<file path="config.mk">
export PLATFORM = sky130hd
export DESIGN_NAME = fwd_scoreboard
export DESIGN_NICKNAME = d
export VERILOG_FILES = /design/src/rtl/fwd_scoreboard_pkg.sv /design/src/rtl/fwd_scoreboard_query.sv /design/src/rtl/fwd_scoreboard.sv
export SDC_FILE = /design/constraint.sdc
export NUM_CORES = 2
export LEC_CHECK = 0
export BUFFER_PORTS_ARGS = -buffer_cell sky130_fd_sc_hd__buf_2
export CAP_MARGIN = 0
export CELL_PAD_IN_SITES_DETAIL_PLACEMENT = 0
export CELL_PAD_IN_SITES_GLOBAL_PLACEMENT = 1
export CORE_MARGIN = 3
export CORE_UTILIZATION = 51
export CTS_BUF_LIST = sky130_fd_sc_hd__clkbuf_16
export DETAILED_ROUTE_END_ITERATION = 16
export PLACE_DENSITY = 0.84
export SYNTH_ARGS = -nofsm -noshare
export SYNTH_HDL_FRONTEND = slang
export SYNTH_SLANG_ARGS = --single-unit
export TNS_END_PERCENT = 1
</file>
<file path="constraint.sdc">
create_clock -name clk -period 9.7 [get_ports clk]
set_input_delay 2.91 -clock clk [delete_from_list [all_inputs] [get_ports clk]]
set_output_delay 2.91 -clock clk [all_outputs]
set_load 0.1 [all_outputs]
</file>
<file path="src/rtl/fwd_scoreboard_pkg.sv">
// Shared types for the long-latency write scoreboard: register/word types,
// forwarding payload and scoreboard entry layout.
package fwd_scoreboard_pkg;

  localparam int unsigned XLEN      = 32;
  localparam int unsigned CREG_W    = 5;
  localparam int unsigned NUM_CREGS = 32;
  localparam int unsigned SB_ID_W   = 3;
  localparam int unsigned SB_CNT_W  = 6;

  typedef logic [XLEN-1:0]   word_t;
  typedef logic [CREG_W-1:0] creg_addr_t;

  typedef struct packed {
    logic  enable;
    word_t data;
  } fwd_data_t;

  typedef struct packed {
    logic               busy;
    logic               ready;
    logic [SB_ID_W-1:0] id;
    word_t              data;
  } sb_entry_t;

endpackage

</file>
<file path="src/rtl/fwd_scoreboard_query.sv">
// One decode-source lookup: returns the held result, or the same-cycle done
// result, for a busy entry; otherwise flags the source as pending.
module sb_query
  import fwd_scoreboard_pkg::*;
#(
  parameter int unsigned ID_W = SB_ID_W
) (
  input  logic [NUM_CREGS-1:0] busy,
  input  logic [NUM_CREGS-1:0] ready,
  input  logic [ID_W-1:0]      id [NUM_CREGS],
  input  word_t                data [NUM_CREGS],
  input  logic                 done_valid,
  input  creg_addr_t           done_dst,
  input  logic [ID_W-1:0]      done_id,
  input  word_t                done_data,
  input  creg_addr_t           src,
  output fwd_data_t            fwd_c,
  output logic                 pending_c
);

  always_comb begin
    fwd_c     = '0;
    pending_c = 1'b0;
    if (src != '0 && busy[src]) begin
      if (ready[src]) begin
        fwd_c.enable = 1'b1;
        fwd_c.data   = data[src];
      end else if (done_valid && done_dst == src && done_id == id[src]) begin
        // Result arriving this cycle: bypass it ahead of the register write.
        fwd_c.enable = 1'b1;
        fwd_c.data   = done_data;
      end else begin
        pending_c = 1'b1;
      end
    end
  end

endmodule

</file>
<file path="src/rtl/fwd_scoreboard.sv">
// Tracks long-latency register writes from issue to commit and forwards
// completed-but-uncommitted results to two decode-stage source queries.
module fwd_scoreboard
  import fwd_scoreboard_pkg::*;
#(
  parameter int unsigned ID_W = SB_ID_W
) (
  input  logic                clk,
  input  logic                reset,
  input  logic                flush,
  input  logic                issue_valid,
  input  creg_addr_t          issue_dst,
  input  logic [ID_W-1:0]     issue_id,
  input  logic                done_valid,
  input  creg_addr_t          done_dst,
  input  logic [ID_W-1:0]     done_id,
  input  word_t               done_data,
  input  logic                commit_valid,
  input  creg_addr_t          commit_dst,
  input  logic [ID_W-1:0]     commit_id,
  input  creg_addr_t          src1,
  input  creg_addr_t          src2,
  output fwd_data_t           fwd1,
  output fwd_data_t           fwd2,
  output logic                stall,
  output logic [SB_CNT_W-1:0] busy_cnt
);

  logic [NUM_CREGS-1:0] busy_q, busy_d;
  logic [NUM_CREGS-1:0] ready_q, ready_d;
  logic [ID_W-1:0]      id_q [NUM_CREGS];
  logic [ID_W-1:0]      id_d [NUM_CREGS];
  word_t                data_q [NUM_CREGS];
  word_t                data_d [NUM_CREGS];
  logic [SB_CNT_W-1:0]  busy_cnt_d;
  logic                 pending1_c, pending2_c;

  // Per-entry update: flush > issue > matching commit > matching done.
  // Entry 0 is never written, so it stays clear from reset onward.
  always_comb begin
    busy_d  = busy_q;
    ready_d = ready_q;
    id_d    = id_q;
    data_d  = data_q;
    for (int unsigned r = 1; r < NUM_CREGS; r++) begin
      if (flush) begin
        busy_d[CREG_W'(r)]  = 1'b0;
        ready_d[CREG_W'(r)] = 1'b0;
        id_d[CREG_W'(r)]    = '0;
        data_d[CREG_W'(r)]  = '0;
      end else if (issue_valid && issue_dst == CREG_W'(r)) begin
        busy_d[CREG_W'(r)]  = 1'b1;
        ready_d[CREG_W'(r)] = 1'b0;
        id_d[CREG_W'(r)]    = issue_id;
      end else if (commit_valid && commit_dst == CREG_W'(r) && busy_q[CREG_W'(r)]
                   && commit_id == id_q[CREG_W'(r)]) begin
        busy_d[CREG_W'(r)]  = 1'b0;
        ready_d[CREG_W'(r)] = 1'b0;
        id_d[CREG_W'(r)]    = '0;
        data_d[CREG_W'(r)]  = '0;
      end else if (done_valid && done_dst == CREG_W'(r) && busy_q[CREG_W'(r)]
                   && done_id == id_q[CREG_W'(r)]) begin
        ready_d[CREG_W'(r)] = 1'b1;
        data_d[CREG_W'(r)]  = done_data;
      end
    end
  end

  always_comb begin
    busy_cnt_d = '0;
    for (int unsigned r = 0; r < NUM_CREGS; r++) begin
      busy_cnt_d = busy_cnt_d + SB_CNT_W'(busy_d[CREG_W'(r)]);
    end
  end

  always_ff @(posedge clk) begin
    if (reset) begin
      busy_q   <= '0;
      ready_q  <= '0;
      id_q     <= '{default: '0};
      data_q   <= '{default: '0};
      busy_cnt <= '0;
    end else begin
      busy_q   <= busy_d;
      ready_q  <= ready_d;
      id_q     <= id_d;
      data_q   <= data_d;
      busy_cnt <= busy_cnt_d;
    end
  end

  sb_query #(.ID_W(ID_W)) u_query1 (
    .busy       (busy_q),
    .ready      (ready_q),
    .id         (id_q),
    .data       (data_q),
    .done_valid (done_valid),
    .done_dst   (done_dst),
    .done_id    (done_id),
    .done_data  (done_data),
    .src        (src1),
    .fwd_c      (fwd1),
    .pending_c  (pending1_c)
  );

  sb_query #(.ID_W(ID_W)) u_query2 (
    .busy       (busy_q),
    .ready      (ready_q),
    .id         (id_q),
    .data       (data_q),
    .done_valid (done_valid),
    .done_dst   (done_dst),
    .done_id    (done_id),
    .done_data  (done_data),
    .src        (src2),
    .fwd_c      (fwd2),
    .pending_c  (pending2_c)
  );

  assign stall = pending1_c | pending2_c;

endmodule

</file>
After elaboration in Yosys (flattened, before gate mapping):

Cells that the tools add are included.

* add/subtract/negate cells: 30
* order comparisons: 4
* eq/ne operators: 159
* multiplexer cells: 249
* bitwise gates (word level): 34
* reductions and logical operators: 350

Operator list (count)
* 32-bit two-way mux: 66
* 32-bit binary-select mux with 5-bit select: 2
* 5-bit == test, second input constant: 48
* 1-bit logical AND: 223
* 3-bit two-way mux: 66
* 33-bit two-way mux: 6
* 3-bit == test: 64
* 6-bit by 1-bit adder with 6-bit output: 25
* 2-bit nonzero test: 62
* 4-bit OR reduction: 31
* 5-bit by 4-bit == test with 1-bit output, second input constant: 24
* 1-bit two-way mux: 103
* 2-bit AND reduction: 31
* 5-bit by 3-bit == test with 1-bit output, second input constant: 12
* 1-bit NOT: 31
* 3-bit binary-select mux with 5-bit select: 2
* 5-bit by 2-bit == test with 1-bit output, second input constant: 6
* 1-bit binary-select mux with 5-bit select: 4
* 5-bit by 1-bit == test with 1-bit output, second input constant: 3
* 6-bit greater-or-equal comparator, second input constant: 2
* 5-bit by 6-bit less-than comparator with 1-bit output, second input constant: 2
* 5-bit NOT with 6-bit output: 2
* 5-bit == test: 2
* 5-bit nonzero test: 2
* other kinds (7): 7

* bits in registers: 1153
* input bits: 72
* output and inout port bits: 73
* word-level logic and storage cells: 921

Longest topological paths before layout:

* depth after elaboration: 37
* mapped depth: 25
* mapped depth without buffers: 23

Cells and area by module:

Synthesis repeated with hierarchy kept, for this count alone.

* cells, all modules: 5270
* area total of the unflattened synthesis: 62411.1 um^2

By module, submodules not included
* fwd_scoreboard: times used 1, cells each 3758, area an instance 41916.5 um^2, sequential area each 23082.1 um^2
* sb_query: times used 2, cells each 756, area an instance 10247.3 um^2, sequential area each 0.0 um^2

Worst setup path before layout:

Ideal clock, no wire load.

* path kind: in2out
* start point: input port src2[2]
* end point: output port fwd2[22] in the netlist's numbering
* arrival: 6.349 ns
* path slack: 0.441 ns
* stages: 11
* path through: clkbuf_1 buf_2 mux4_2 mux4_2 and2_1 a31oi_1 nor2b_1 buf_2 buf_4 nand2_1 o21ai_1

RTL lines
* start: declaration: line fwd_scoreboard.sv:22 `input creg_addr_t src2,`
* end: declaration: line fwd_scoreboard.sv:24 `output fwd_data_t fwd2,`

==> flow_metrics.env <==
export IMPL_outcome="finished with violations"
export IMPL_violations="max-capacitance violations, max-slew violations"
export IMPL_hp_class="reg -> reg"
export IMPL_overflow=0
export IMPL_io_buffer_count=144
export IMPL_grt_max_degree=216
export IMPL_powerDensity_nw_per_um2=150
export IMPL_grt_pass1_wl_mm=371
export IMPL_critPathKind="in -> out"
export IMPL_required_ps=6790
export IMPL_hpwl_mm=151
export IMPL_vias=55400
export IMPL_dieArea_sq_um=126000
export IMPL_synthArstFlopShare_pct=0
export IMPL_ctsResizeCount=0
export IMPL_synth_compound_area_share_pct=17.0
export IMPL_clock_latency_ps=750
export IMPL_multiInputGateArea_sq_um=36200
export IMPL_io_pins=145
export IMPL_period_minus_slack_ps=9440
export IMPL_postCtsSetupBuffers=0
export IMPL_wl_per_cell_microns=33.8
export IMPL_r2r_cells=21
export IMPL_synth_nets=6226
export IMPL_synth_edff_count=0
export IMPL_slew_viol_final=3
export IMPL_ant_nets=0
export IMPL_synth_top_family_by_area="multiplexers"
export IMPL_finalCritPeriodShare_pct=97.3
export IMPL_fmax_ghz=0.106
export IMPL_synth_xor_area_share_pct=2.90
export IMPL_synth_seq_cells=1153
export IMPL_r2r_slack_ps=3440
export IMPL_coreArea_sq_um=120000
export IMPL_cts_tree="built"
export IMPL_cts_root_buf="clkbuf_16"
export IMPL_rr_endpoint="busy_cnt[4]"
export IMPL_place_area_sq_um=64900
export IMPL_cts_hold_buf=0
export IMPL_initial_core_util_pct=51.5
export IMPL_clkTransAtPathRegs_ps=60
export IMPL_worstPathArrival_ps=6530
export IMPL_vias_per_cell=7.29
export IMPL_end_kind="output port"
export IMPL_num_fill_cells=10300
export IMPL_synth_seq_area_share_pct=37.3
export IMPL_synthDistinctLibCells=63
export IMPL_yosysWarnings=0
export IMPL_tns_ps=0
export IMPL_seq_area_sq_um=23100
export IMPL_area_growth_pct=11.4
export IMPL_finalSetupViolations=0
export IMPL_drc=0
export IMPL_nNetsFinal=5977
export IMPL_clock_path_buffers=3
export IMPL_irDropWorstVdd_v=0.000148
export IMPL_clock_sinks=1153
export IMPL_worstSetupStartpoint="src2[1]"
export IMPL_start_kind="input port"
export IMPL_drtIter0Drc=8654
export IMPL_antenna_found_initial=16
export IMPL_syn_avg_cell_area_sq_um=10.1
export IMPL_crit_path_end="fwd2[26]"
export IMPL_design_area_sq_um=69000
export IMPL_netlist_instances=6124
export IMPL_syn_area_sq_um=61900
export IMPL_yosys_area_share_simple_pct=12.2
export IMPL_timing_rr_start="id_q[69]"
export IMPL_yosys_most_used_dff="dfxtp_1"
export IMPL_num_rows=127
export IMPL_cts_buffers=120
export IMPL_hold_viol=0
export IMPL_layout_drive_gt1_share_pct=21.8
export IMPL_cts_max_level=3
export IMPL_track_usage_pct=39.9
export IMPL_die_h_microns=354
export IMPL_die_w_microns=354
export IMPL_synthAdderAreaFrac_pct=0.885
export IMPL_synth_area_mux_share_pct=24.5
export IMPL_crit_path_max_fanout=24
export IMPL_rsz0062_at_grt="no"
export IMPL_fin_skew_ps=38.9
export IMPL_maxSlewHeadroom_pct=-3.73
export IMPL_grt_pass1_vias=53200
export IMPL_tightest_slew_ps=1540
export IMPL_drt_wl_total_mm=257
export IMPL_gp_congestion=1.02
export IMPL_firstDrtPassIters=6
export IMPL_max_cap_viol_count=1
export IMPL_p_leak_nw=22.8
## cell families after synthesis
group                      count (synthesis)
DFF                                     1153
muxes                                    754
and+or+nand+nor                         1785
adders and majority gates                 30
xor gates and xnor gates                 205
AOI/OAI and AO/OA                       1454
buffers and inverters                    743
## worst min path at each step
stage                 from          end  slack (ps)  cells past startpoint
2_1_floorplan   ready_q[1]   ready_q[1]         450                      1
3_3_place_gp   ready_q[10]  ready_q[10]         480                      1
3_5_place_dp   ready_q[10]  ready_q[10]         490                      1
4_1_cts        ready_q[10]  ready_q[10]         500                      1
5_1_grt        ready_q[10]  ready_q[10]         520                      1
6_report       data_q[562]  data_q[562]         510                      2
## area by class of cell
cell class / instances / area share [%]
Sequential cell: 1153 / 33.5
Multi-Input combinational cell: 4228 / 52.5
Antenna cell: 10 / 0.0363
Tap cell: 1612 / 2.92
Clock inverter: 104 / 1.41
Clock buffer: 121 / 4.39
Inverter: 37 / 0.209
Timing Repair Buffer: 335 / 5.04
## flip-flops by register name, indices dropped and copies added, names as in the netlist
register	flops
busy_cnt	6
data_q	992
busy_q	31
ready_q	31
id_q	93
## worst max-delay path, cell delays in order
cell and delay [ps]:
buf_8 250, buf_4 230, nor2b_4 270, a221oi_1 130, o21ai_0 370, a31oi_1 290, nor2_4 750, o211ai_1 690
o21ai_1 260, buf_4 160, buf_12 160
## power by group
| part | internal, mW | switching, mW | total, mW |
|---|---|---|---|
| combinational | 0.218 | 0.581 | 0.799 |
| clock | 2.69 | 2.09 | 4.78 |
| sequential | 4.74 | 0.00400 | 4.74 |
## cell usage in the layout (no fill, tap or decap), types with 24 or more instances in the layout
master | synthesis | final
buf_12 | 0 | 88
o22ai_1 | 39 | 31
dfxtp_1 | 1153 | 1153
buf_4 | 16 | 174
nand2_1 | 346 | 345
clkinv_1 | 1 | 24
o211ai_1 | 34 | 34
nor4_1 | 66 | 66
mux4_2 | 597 | 597
nand2b_1 | 38 | 38
xnor2_1 | 109 | 109
nand3_1 | 44 | 44
a22oi_1 | 1004 | 1004
xor2_1 | 96 | 96
a22o_1 | 60 | 60
mux2i_1 | 49 | 49
o21ai_1 | 87 | 64
mux2_2 | 95 | 95
nor2_1 | 1115 | 1098
o31ai_1 | 31 | 29
buf_2 | 96 | 69
o21ai_0 | 72 | 72
o21a_1 | 31 | 31
clkbuf_16 | 0 | 121
inv_1 | 35 | 59
a221oi_1 | 38 | 38
## metal layers
metal / vias up / wire length (microns) / track usage [%]
met5: - / 10 / 0
met4: 2 / 19200 / 24.9
met3: 1126 / 38500 / 13.7
met2: 4392 / 108000 / 57.4
met1: 27400 / 91300 / 51.5
li1: 22500 / - / -
## metrics by stage
step	util (%)	cells	hold WS, ps	worst slack, ps	power (mW)
after CTS	57.3	7590	499	514	10.3
after detailed placement	54.0	7365	486	534	5.61
after global placement	54.0	7365	478	476	5.61
after global routing	57.3	7593	518	248	10.5
after floorplan	-	6124	451	441	5.36
final	57.3	7600	513	258	10.3
## synthesized netlist by cell type, drive strengths merged, types with 8 or more instances
cell type	n	area (sq um)
o21a	31	233
or4	24	180
and3	23	144
nor2	1115	4190
nor3b	9	67.6
nor2b	27	169
nor4b	14	123
nand2b	38	238
nand4	10	62.6
mux2i	50	513
a22oi	1004	7540
o22ai	39	244
mux2	107	1200
o211ai	34	255
and2	9	56.3
dfxtp	1153	23100
or4b	8	80.1
mux4	597	13400
buf	174	1040
a21boi	16	120
or2	19	119
xnor2	109	955
o21ai	159	796
nor4	66	413
nor3	18	95.1
inv	36	135
a21oi	23	119
nand3	44	220
nand2	346	1300
xor2	96	841
a22o	60	526
o31ai	31	233
a221oi	38	333
clkbuf	532	2030
fa	23	460
Note: power is estimated with default switching activity, not from simulation.
